<file path="src/rtl/fft_result_reader.sv">
// Purpose : unloads a finished FFT frame from the selected ping-pong bank and streams it out.
// Latency : fft_done in cycle 0 -> first rd_en in cycle 1 -> first out_valid in cycle 3; 1 beat/cycle.
// Backpr. : a 2-entry skid FIFO absorbs reads already in flight; rd_en is withheld while FIFO+inflight would exceed 2.
//
// Ports:
//   clk, reset            : clock, synchronous active-high reset
//   fft_done, read_sel    : frame-complete pulse and the bank holding the results
//   rd_en, rd_add         : memory read strobe and address (data returns one cycle later)
//   rd_data0, rd_data1    : bank 0 / bank 1 read data, {real, imag}
//   out_data, out_index   : streamed point and its frequency-bin index
//   out_valid, out_ready  : valid/ready handshake; out_last marks bin 2^N-1
//   busy, unload_done     : unload in progress; one-cycle pulse after the last beat is taken
module fft_result_reader #(
  parameter int BIT_WIDTH = 16,
  parameter int N         = 9
) (
  input  logic                   clk,
  input  logic                   reset,
  input  logic                   fft_done,
  input  logic                   read_sel,
  output logic                   rd_en,
  output logic [N-1:0]           rd_add,
  input  logic [2*BIT_WIDTH-1:0] rd_data0,
  input  logic [2*BIT_WIDTH-1:0] rd_data1,
  output logic [2*BIT_WIDTH-1:0] out_data,
  output logic [N-1:0]           out_index,
  output logic                   out_valid,
  input  logic                   out_ready,
  output logic                   out_last,
  output logic                   busy,
  output logic                   unload_done
);

  typedef enum logic [1:0] {IDLE, READ, DRAIN} state_t;

  typedef struct packed {
    logic [2*BIT_WIDTH-1:0] dat;
    logic [N-1:0]           idx;
  } beat_t;

  localparam logic [N:0] LAST_ADDR = {1'b0, {N{1'b1}}};

  state_t       state;
  logic         bank;
  logic [N:0]   issue_cnt;
  logic         inflight;
  logic [N-1:0] cap_idx;

  beat_t        fifo_mem [2];
  logic         wr_ptr;
  logic         rd_ptr;
  logic [1:0]   fifo_count;

  beat_t        head;
  logic         pop;
  logic         push;

  always_comb begin
    head      = fifo_mem[rd_ptr];
    out_valid = (fifo_count != 2'd0);
    out_data  = head.dat;
    out_index = head.idx;
    out_last  = out_valid && (head.idx == {N{1'b1}});
    pop       = out_valid && out_ready;
    push      = inflight;
    busy      = (state != IDLE);
    rd_add    = issue_cnt[N-1:0];
    // fifo_count + inflight - pop < 2, rearranged to avoid a subtraction.
    // The pop term lets a read issue in the same cycle the consumer resumes.
    rd_en     = (state == READ) &&
                (({1'b0, fifo_count} + {2'b00, inflight}) < ({2'b00, pop} + 3'd2));
  end

  always_ff @(posedge clk) begin
    if (reset) begin
      state           <= IDLE;
      bank            <= 1'b0;
      issue_cnt       <= '0;
      inflight        <= 1'b0;
      cap_idx         <= '0;
      wr_ptr          <= 1'b0;
      rd_ptr          <= 1'b0;
      fifo_count      <= 2'd0;
      fifo_mem[0]     <= '0;
      fifo_mem[1]     <= '0;
      unload_done     <= 1'b0;
    end else begin
      inflight    <= rd_en;
      unload_done <= 1'b0;

      // Capture the word returned for the read issued last cycle.
      if (push) begin
        fifo_mem[wr_ptr].dat <= bank ? rd_data1 : rd_data0;
        fifo_mem[wr_ptr].idx <= cap_idx;
        wr_ptr               <= ~wr_ptr;
        cap_idx              <= cap_idx + 1'b1;
      end
      if (pop) begin
        rd_ptr <= ~rd_ptr;
      end
      case ({push, pop})
        2'b10:   fifo_count <= fifo_count + 2'd1;
        2'b01:   fifo_count <= fifo_count - 2'd1;
        default: fifo_count <= fifo_count;
      endcase

      if (rd_en) begin
        issue_cnt <= issue_cnt + 1'b1;
      end

      case (state)
        IDLE: begin
          if (fft_done) begin
            state     <= READ;
            bank      <= read_sel;
            issue_cnt <= '0;
            cap_idx   <= '0;
          end
        end
        READ: begin
          if (rd_en && (issue_cnt == LAST_ADDR)) begin
            state <= DRAIN;
          end
        end
        DRAIN: begin
          if (pop && out_last) begin
            state       <= IDLE;
            unload_done <= 1'b1;
          end
        end
        default: state <= IDLE;
      endcase
    end
  end

endmodule
</file>
<file path="config.mk">
export PLATFORM = sky130hd
export DESIGN_NAME = fft_result_reader
export DESIGN_NICKNAME = d
export VERILOG_FILES = /design/src/rtl/fft_result_reader.sv
export SDC_FILE = /design/constraint.sdc
export NUM_CORES = 1
export LEC_CHECK = 0
export CAP_MARGIN = 20
export CORE_MARGIN = 3
export CORE_UTILIZATION = 46
export CTS_BUF_LIST = sky130_fd_sc_hd__clkbuf_8
export CTS_CLUSTER_DIAMETER = 100
export DETAILED_ROUTE_END_ITERATION = 10
export PLACE_DENSITY = 0.81
export SETUP_SLACK_MARGIN = 0.15
export SLEW_MARGIN = 15
export SYNTH_ARGS = -nofsm -noshare
export SYNTH_HDL_FRONTEND = slang
export SYNTH_SLANG_ARGS = --single-unit
export TNS_END_PERCENT = 20
</file>
<file path="constraint.sdc">
create_clock -name clk -period 2.7 [get_ports clk]
set_input_delay 0.27 -clock clk [delete_from_list [all_inputs] [get_ports clk]]
set_output_delay 0.27 -clock clk [all_outputs]
set_load 0.05 [all_outputs]
</file>
* Word-level counts from Yosys, hierarchy flattened
Memory sizes are Yosys's and may differ from the RTL's. A register that Yosys moved wholly into a read port is not among the register bits. Index checks and enable logic that the tools add are counted.
Cells by class: $add $sub $neg 6, $lt $le $gt $ge 1, equality and inequality tests 9, multiplexer cells 23, bitwise gates (word level) 3, reduce and logical (&&, ||, !) cells 13
Operator list (number):
- $mux 41 | 1
- $reduce_or 41->1 | 1
- $mux 32 | 1
- $mux 10 | 3
- $mux 9 | 3
- $add 10x1->10 const B | 1
- $eq 10x9->1 const B | 1
- $mux 1 | 10
- $add 9x1->9 const B | 1
- $eq 9x9->1 const B | 1
- $mux 2 | 3
- $pmux 2 s3 | 1
- $reduce_bool 2->1 | 3
- $logic_and 1x1->1 | 5
- $eq 2x1->1 const B | 2
- $eq 2x2->1 const B | 2
- $ne 2x2->1 const B | 2
- $pmux 2 s2 | 1
- $add 1x2->3 const B | 1
- $add 2x1->3 | 1
- $lt 3x3->1 | 1
- $not 1->1 | 3
- $reduce_and 3->1 | 1
- $add 2x1->2 const B | 1
- other kinds (5) | 5
Storage, ports and cells: bits in registers 28, bits in writable memories 82, bits of input ports 69, output and inout port bits 55, memories 1
Memories:
- fifo_mem | depth 2, width 41, rd ports 1, clocked after Yosys merged registers in 1, wr ports 2, line 49 | beat_t fifo_mem [2];

* Logic depth before layout (Yosys ltp)
Gate-level depths: netlist of run 1.
word-level depth 8, mapped depth 6, depth with buffers taken out 6

* Worst setup path before layout of run 1
No wires, ideal clock.
kind flip-flop to flip-flop, start point register inflight, end point memory fifo_mem[0][0] (netlist name) (enable), setup time 448 ps, arrival time 2497 ps, required time 2252 ps, setup slack -245 ps, stages on the path, launching flop included 4, path buffers 1, clock period less this slack 2945 ps, path through dfxtp_1 -> buf_2 -> inv_2 -> o21bai_1
RTL lines:
- from (decl) | line 46 | logic inflight;
- from (signal assigned) | line 88 | inflight <= rd_en;
- to (decl) | line 49

==> impl_results.md, run 1 <==
* DRT iter0 DRCs at roughly 140
* CTS sink cnt at 111
* Total Routing Usage GR at around 18%
* Largest net degree at the start of global routing at 42
* Global route total overflow at 0
* Hpwl dp at 7.96 mm
* Final Max Tran Viols at 0
* Post-Synth Adder-Cell Area at around 1.2%
* Critical Path Fanout Max at 32
* Synth cell types at 43
* Post-synth EDFFs at between 80 and 90
* Main combinational cell family by area after synthesis: multiplexers
* Post-layout min period at 2.51 ns
* Worst VDD drop at approximately 500 µV
* CTS Buf Count at 9
* Worst Slack Setup Final at between 0.15 and 0.2 ns
* Utilization after layout at between 60% and 70%
* Post-Syn Area at a little over 5000 µm²
* Synth Area in XOR/XNOR at 1.70%
* Via count at 3,620
* Largest stage delay on the critical path at between 0.7 and 0.8 ns
* Routed WL at between 10 and 15 mm
* CTS Root Cell: clkbuf_8
* Final setup violation count at 0
* Most common cell after layout, fill and taps aside: clkdlybuf4s50_1
* Row Count at 38
* Pwr Density at 658 nW/µm²
* Final GP Congestion at around 0.79
* Pleak at 2.45 nW
* Max Cap Violations at 0
* Worst clock skew at around 0.015 ns
* Antenna violations before repair at 0
* Die height at ~110 µm
* Worst EP arrival at 2.24 ns
* Post-Syn Nets at about 500
* Yosys reg bits at 111
* Final-report hold violation count at 0
* Setup_tns at 0 ns
* Most used DFF post-synth: edfxtp_1
* Synth Area in Compound Gates at roughly 3.3%
* Gate Count Post-Synth at between 400 and 500
* First-pass GRT wire length at between 15 and 20 mm
* Layout cells sized above 1 at 14.3%
* Cell Chain, Critical Path: buf_12 > mux2_2 > clkdlybuf4s50_1
* PortBufs at 123
* Number of global-route vias before repair at around 3,800
* Status: complete, no violations
* Starting Density at between 40% and 50%
* Crit path launch type: register
* Area grow syn2layout at 30.0%
* Crit Path Class: register to primary output
* Asr flop ratio synth at 0%
* Required time of the worst setup path at 2.43 ns
* Finished Cell Area at 6700 µm²
* Commonest non-fill, non-tap cells in the layout: clkdlybuf4s50_1 (116), nor2_1 (83), edfxtp_1 (82)
* Placement Setup Slack at roughly 0.56 ns
* Nets at 609
* CTS tree: built
* H-tree level count at 3
* Post-Synth Simple-Gate Area at ~15%
* Inserted Diodes at 0
* Die area at about 13,000 µm²
* DRT Pass-1 Iters at 4
* Clock transition at path regs at 0.10 ns
* Post-synthesis mux area share at 15.9%
* Clock Path Buffers at 2
* Delay-heaviest family, CP: buffers and inverters
* Synth Area per Inst at between 10 and 15 µm²
* Number of remaining DRC errors at 0
* Ys Warns at 0
* Core area at between 10,000 and 15,000 µm²
* Worst slew pin tran at around 1.0 ns
* Crit end category: primary output
* Fin crit share at 93.1%
* Crit path buf inv count at 2
* Fmax achieved at around 400 MHz
* Post-DRT Antenna Nets at 0
* RSZ-0062 raised after global routing: yes
* Die W at around 110 µm
* DP Area at between 6000 and 7000 µm²
* Crit-path slowest cell: clkdlybuf4s50_1
* HP Class: register to register
* I/O Pins at about 120
* Slew HR at a little under a third
* Sequential area share after synthesis at approximately three fifths
* Clock Latency Late Sink at around 0.37 ns
* DR WL/cell at between 15 and 20 µm
* Post-DR vias/cell at roughly 5.3
## kinds of logic after synthesis
logic type                 after synthesis
AOI/OAI and AO/OA                       28
buffers and inverters                   35
DFF                                    111
xor gates and xnor gates                10
and+or+nand+nor                        159
muxes                                   77
adders and majority gates                5
## where the power goes
group	leakage, nW	switching (mW)	total (mW)	internal [mW]
Clock	0.0908	0.571	0.917	0.347
Sequential	1.09	0.0817	2.02	1.94
Combinational	1.27	0.884	1.47	0.588
Total	2.45	1.54	4.41	2.87
## sequential cells by signal, summed over array words and instances (netlist names), named ones only
signal / count
rd_ptr: 1
cap_idx: 9
state: 2
unload_done: 1
inflight: 1
fifo_mem: 82
wr_ptr: 1
fifo_count: 2
issue_cnt: 10
bank: 1
## synth_stat cells (2+ instances only)
cell type | number | area [µm²]
o31ai_1 | 4 | 30.0
mux2i_1 | 36 | 360
nor3b_1 | 3 | 22.5
o21ai_0 | 7 | 35.0
or2_2 | 3 | 18.8
nor2b_1 | 2 | 12.5
xor2_1 | 6 | 52.6
nand4_1 | 6 | 37.5
ha_1 | 5 | 62.6
nor2_1 | 83 | 312
mux2_2 | 41 | 462
nor3_1 | 2 | 10.0
and2_1 | 18 | 113
and3_1 | 2 | 12.5
edfxtp_1 | 82 | 2460
buf_2 | 8 | 40.0
nand2_1 | 9 | 33.8
or4_1 | 4 | 30.0
nor4b_1 | 2 | 17.5
or3_1 | 8 | 50.1
clkbuf_1 | 15 | 56.3
a21oi_1 | 11 | 55.1
nand2b_1 | 2 | 12.5
buf_4 | 9 | 67.6
and4_1 | 2 | 17.5
inv_1 | 2 | 7.51
nand3_1 | 6 | 30.0
dfxtp_1 | 29 | 581
xnor2_1 | 4 | 35.0
## routing by layer
layer	vias up	part of all wire, %	track usage, %
li1	1738	-	-
met1	1754	42	22.4
met3	11	5.9	4.02
met2	117	51	32.1
met5	-	0	0
met4	0	0.83	4.87
## final cells by class
type	count	area (µm²)
tap	140	175
clock buffer	9	124
timing repair buffer	131	1340
inverter	3	11.3
clock inverter	7	52.6
sequential	111	3050
fill	889	4190
multi-input combinational	279	1950
## path summary, 6_finish.rpt
kind / startpoint / to / slack (ns) / depth (start not counted)
hold reg to reg: issue_cnt[9] / issue_cnt[9] / 0.50 / 2
setup reg to reg: inflight / issue_cnt[5] / 0.57 / 6
hold / removal: issue_cnt[9] / issue_cnt[9] / 0.50 / 2
setup / recovery: register / out_data[5] / 0.19 / 3
## stage by stage
step / hold slack, ns / instances / power [mW]
floorplan: 0.417 / 425 / 3.03
finish: 0.501 / 680 / 4.41
CTS: 0.499 / 680 / 4.44
global route: 0.535 / 680 / 4.60
global placement: 0.458 / 664 / 3.51
detailed placement: 0.486 / 664 / 3.54
## timing repair
item / in CTS / in global routing
gates resized for setup: 0 / 6
buffers inserted: 0 / 0
setup endpoints to repair: 0 / 31
endpoints found under the hold margin: 0 / 0
hold buffers: 0 / 0
## worst min-delay path: stages (launching register included)
cell     delay [ns]
dfxtp_1        0.34
o31ai_1        0.06
a21oi_1        0.06
(Power assumes the default switching activity.)
==> inputs of run 2 (changes only) <==
- CORE_UTILIZATION: 46 -> 59
- DONT_BUFFER_PORTS: not set -> 1
==> impl_results.md, run 2 (same netlist as run 1, synthesis figures left out) <==
* Status: complete, no violations
* Number of global-route vias before repair at between 3,000 and 4,000
* Register name with the most flops: fifo_mem
* Antenna violations before repair at 0
* Core area at around 8300 µm²
* CTS sink cnt at ~110
* Worst slew pin tran at a little over 0.7 ns
* HP Class: input port to register
* Die height at slightly below 100 µm
* Post-DR vias/cell at 5.96
* Post-DRT Antenna Nets at 0
* Worst EP arrival at approximately 2.1 ns
* Utilization after layout at between 60% and 70%
* Final Max Tran Viols at 0
* Worst r2r src: issue_cnt[0]
* Crit end category: primary output
* Starting Density at between 60% and 70%
* Number of remaining DRC errors at 0
* Pwr Total at roughly 4.2 mW
* Worst clock skew at approximately 0.014 ns
* Total Routing Usage GR at between 20% and 30%
* Final GP Congestion at ~0.77
* Fmax achieved at around 420 MHz
* Crit path to: rd_en
* Largest net degree at the start of global routing at 42
* RSZ-0062 raised after global routing: no
* Commonest non-fill, non-tap cells in the layout: nor2_1 (83), edfxtp_1 (82), mux2_2 (41)
* WHS at ~0.070 ns
* Worst VDD drop at 354 µV
* Critical Path Fanout Max at 18
* Layout cells sized above 1 at a little under a fifth
* DR WL/cell at 18.9 µm
* Placed cell count at a little over 500
* I/O Pins at between 100 and 150
* Max reg flops at 82
* CTS tree: built
* Die W at between 90 and 100 µm
* Via count at 3,137
* CTS Root Cell: clkbuf_8
* Max Cap Violations at 0
* Number of non-filler instances in the completed layout at 526
* Area grow syn2layout at 6.26%
* Routed WL at just under 10 mm
* Crit path launch type: register
* Clock Latency Late Sink at around 0.36 ns
* Clock Path Buffers at 2
* Gates resized, CTS repair at 0
* Slew HR at a little over half
* DRT Pass-1 Iters at 4
* Cts-stage hold buffer count at 1
* PortBufs at 0
* Final setup violation count at 0
* Most common cell after layout, fill and taps aside: nor2_1
* Nets at 490
* Required time of the worst setup path at 2.43 ns
* Largest registers: fifo_mem (82), issue_cnt (10), cap_idx (9)
* Global route total overflow at 0
* H-tree level count at 3
* Hpwl dp at just under 7 mm
* Worst Setup SP: inflight
* Clock transition at path regs at 0.10 ns
* Inserted Diodes at 0
* First-pass GRT wire length at between 15 and 20 mm
* Pwr Density at between 700 and 800 nW/µm²
* Fin crit share at 87.9%
* Crit Path Class: register to primary output
* DRT iter0 DRCs at 85
* Row Count at 33
* Pleak at between 1.5 and 2 nW
* CTS Buf Count at 9
* Final-report hold violation count at 0
* Post-layout min period at 2.37 ns
* R2R Path End: issue_cnt[8]
* Reg2Reg Setup Slack at ~0.44 ns
* Die area at 9900 µm²
* Setup_tns at 0 ns
* Post-CTS setup buffers at 0
* Worst Reg-to-Reg Cells at 5
==> run 2: cell count changes in the layout (fill, tap and decap cells not counted), moves of 2 or more <==
cell,before,now
bufinv_16,0,2
clkinv_4,0,2
clkdlybuf4s50_1,116,0
inv_6,4,0
dlymetal6s2s_1,6,0
buf_4,6,9
==> run 2: cell type report <==
| cell class | instances | area (µm²) |
|---|---|---|
| Fill cell | 625 | 2860 |
| Sequential cell | 111 | 3050 |
| Inverter | 3 | 11.3 |
| Tap cell | 105 | 131 |
| Clock inverter | 7 | 97.6 |
| Timing Repair Buffer | 12 | 118 |
| Multi-Input combinational cell | 279 | 1950 |
| Clock buffer | 9 | 124 |
==> run 2: worst min path at each step <==
| stage | to | slack, ns | from | cells past startpoint |
|---|---|---|---|---|
| after floorplan | bank | 0.42 | read_sel | 2 |
| after global routing | bank | 0.07 | read_sel | 2 |
| after detailed placement | register | 0.34 | reset | 1 |
| after global placement | register | 0.34 | reset | 1 |
| after CTS | bank | 0.06 | read_sel | 2 |
| final | bank | 0.07 | read_sel | 2 |
==> run 2: metrics by stage <==
stage / setup WS [ns] / cell area (µm²)
global placement: 0.626 / 5250
floorplan: 0.438 / 5160
detailed placement: 0.470 / 5250
CTS: 0.326 / 5480
finish: 0.327 / 5480
global route: 0.198 / 5480
==> run 2: routing by layer <==
metal / share of wire, % / GRT usage (%) / up-vias / wire (µm)
met3: 6.7 / 5.40 / 10 / 668
met2: 51 / 34.8 / 103 / 5030
met4: 0.93 / 6.20 / 0 / 92
met1: 42 / 24.8 / 1527 / 4140
li1: - / - / 1497 / -
met5: 0 / 0 / - / 0
==> run 2: worst max-delay path, stage by stage (launching register included) <==
cell and delay, ns:
dfxtp_1 0.43, ha_1 0.26, ha_1 0.28, o21a_1 0.47
nor2_1 0.10, buf_4 0.21
==> run 2: power breakdown <==
group	leakage, nW	internal (mW)	switching [mW]
sequential	1.09	1.94	0.0972
combinational	0.734	0.289	0.811
clock	0.116	0.528	0.552
==> inputs of run 3 (changes only) <==
- CORE_UTILIZATION: 59 -> 29
- PLACE_DENSITY: 0.81 -> 0.47
- SETUP_SLACK_MARGIN: 0.15 -> not set
==> impl_results.md, run 3 (same netlist as run 1, synthesis figures left out) <==
* Register name with the most flops: fifo_mem
* Total Routing Usage GR at between 10% and 20%
* CTS tree: built
* Fmax achieved at ~420 MHz
* Final setup violation count at 0
* Critical path's most frequent cell: ha_1
* P_int at between 2 and 3 mW
* Setup_tns at 0 ns
* Placed cell count at 632
* Largest registers: fifo_mem (82), issue_cnt (10), cap_idx (9)
* Routed WL at 11.6 mm
* Required time of the worst setup path at between 2 and 2.5 ns
* Post-DR vias/cell at slightly below 5
* Commonest non-fill, non-tap cells in the layout: nor2_1 (83), edfxtp_1 (82), mux2_2 (41)
* R2R Path End: issue_cnt[8]
* HP Class: input port to register
* Cts-stage hold buffer count at 1
* Die W at between 100 and 150 µm
* Crit end category: primary output
* Reg2Reg Setup Slack at roughly 0.64 ns
* DRT Pass-1 Iters at 4
* Via count at 3,171
* CTS Buf Count at 9
* Placement Setup Slack at between 0.6 and 0.7 ns
* Number of global-route vias before repair at between 3,000 and 4,000
* Layout cells sized above 1 at a little under a fifth
* Pwr Density at 738 nW/µm²
* Starting Density at between 20 and 30%
* Worst Reg-to-Reg Cells at 4
* Clock Latency Late Sink at around 0.38 ns
* Most common cell after layout, fill and taps aside: nor2_1
* Worst VDD drop at between 300 and 400 µV
* Switching part of the total at 36.0%
* Final Max Tran Viols at 0
* Clock power frac at between 20% and 30%
* Die area at roughly 19,000 µm²
* Clock Path Buffers at 2
* Cell Chain, Critical Path: ha_1 > ha_1 > or3b_1 > nor2_1 > buf_4
* Hpwl dp at roughly 7.7 mm
* Crit-path slowest cell: or3b_1
* DR WL/cell at approximately 18 µm
* Flop pwr share at roughly half
* Area grow syn2layout at 8.91%
* Pleak at between 1.5 and 2 nW
* Antenna violations before repair at 0
* RSZ-0062 raised after global routing: no
* Inserted Diodes at 0
* Post-CTS setup buffers at 0
* First-pass GRT wire length at around 18 mm
* Final GP Congestion at about 0.74
* Sw power at approximately 1.5 mW
* Die height at 139 µm
* Worst Slack Setup Final at between 0.3 and 0.4 ns
* CTS Root Cell: clkbuf_8
* Crit Path Class: register to primary output
* Slew HR at between 50 and 60%
* I/O Pins at roughly 120
* Gates resized, CTS repair at 0
* DRT iter0 DRCs at between 100 and 150
* Crit path launch type: register
* Combinational power share at roughly 28%
* Clock transition at path regs at 0.09 ns
* Status: complete, no violations
* Worst slew pin tran at slightly below 0.7 ns
* Worst clock skew at roughly 0.014 ns
* Worst Setup SP: inflight
* Worst r2r src: issue_cnt[2]
* CTS sink cnt at around 110
* H-tree level count at 3
* Nets at between 400 and 500
* Worst EP arrival at 2.10 ns
* Post-layout min period at 2.37 ns
* Largest net degree at the start of global routing at 33
* Crit path to: rd_en
* Number of non-filler instances in the completed layout at 648
* Max Cap Violations at 0
* Row Count at 48
* Critical Path Fanout Max at 9
* Core area at around 17,000 µm²
* Number of remaining DRC errors at 0
* Max reg flops at between 80 and 90
* Largest stage delay on the critical path at 0.49 ns
* Final-report hold violation count at 0
* Post-DRT Antenna Nets at 0
* Fin crit share at roughly 88%
* Global route total overflow at 0
* PortBufs at 0
-- run 3: cell count changes in the layout (fill, tap and decap cells not counted), sizes merged --
cell,previous run,this run
clkinv,3,2
clkinvlp,0,2
inv,5,4
bufinv,2,1
buf,11,14
-- run 3: worst min-delay path by stage --
stage,startpoint,endpoint,slack (ns),cells past startpoint
4_1_cts,read_sel,bank,0.01,2
3_3_place_gp,reset,bank,0.34,1
2_1_floorplan,read_sel,bank,0.42,2
5_1_grt,read_sel,bank,0.02,2
3_5_place_dp,reset,bank,0.34,1
6_report,read_sel,bank,0.05,2
-- run 3: worst max-delay path, delay by kind of cell, from the launching register on --
| kind | cells | cell delay (ns) |
|---|---|---|
| simple gates | 2 | 0.63 |
| fa+ha+maj | 2 | 0.46 |
| flops | 1 | 0.43 |
| buf+inv | 1 | 0.21 |
-- run 3: per-stage QoR --
stage | total power, mW | cell area [µm²] | util (%) | hold WS [ns]
finish | 4.14 | 5620 | 32.4 | 0.0491
global route | 4.34 | 5620 | 32.4 | 0.0211
CTS | 4.22 | 5620 | 32.4 | 0.0128
detailed placement | 3.22 | 5420 | 31.2 | 0.341
global placement | 3.21 | 5420 | 31.2 | 0.340
floorplan | 3.03 | 5160 | - | 0.417
-- run 3: per-layer routing --
metal | GRT usage (%) | part of all wire, % | vias up
met3 | 3.02 | 5.2 | 14
met2 | 20.0 | 50 | 96
met5 | 0 | 0 | -
li1 | - | - | 1506
met4 | 4.48 | 1.7 | 0
met1 | 14.5 | 43 | 1555
-- run 3: cell type report --
cell class / count / area, µm²
clock buffers: 9 / 124
clock inverters: 6 / 61.3
fillers: 1736 / 11700
inverters: 3 / 11.3
multi-input cells: 279 / 1950
flip-flops and latches: 111 / 3050
well taps: 225 / 282
repair buffers: 15 / 140
-- run 3: power groups by stage --
stage | clock network, mW | registers (mW) | logic [mW]
after floorplan | 0 | 2.01 | 1.02
after global placement | 0 | 2.06 | 1.15
after detailed placement | 0 | 2.07 | 1.15
after CTS | 1.03 | 2.03 | 1.16
after global routing | 1.10 | 2.04 | 1.20
final | 0.981 | 2.03 | 1.14
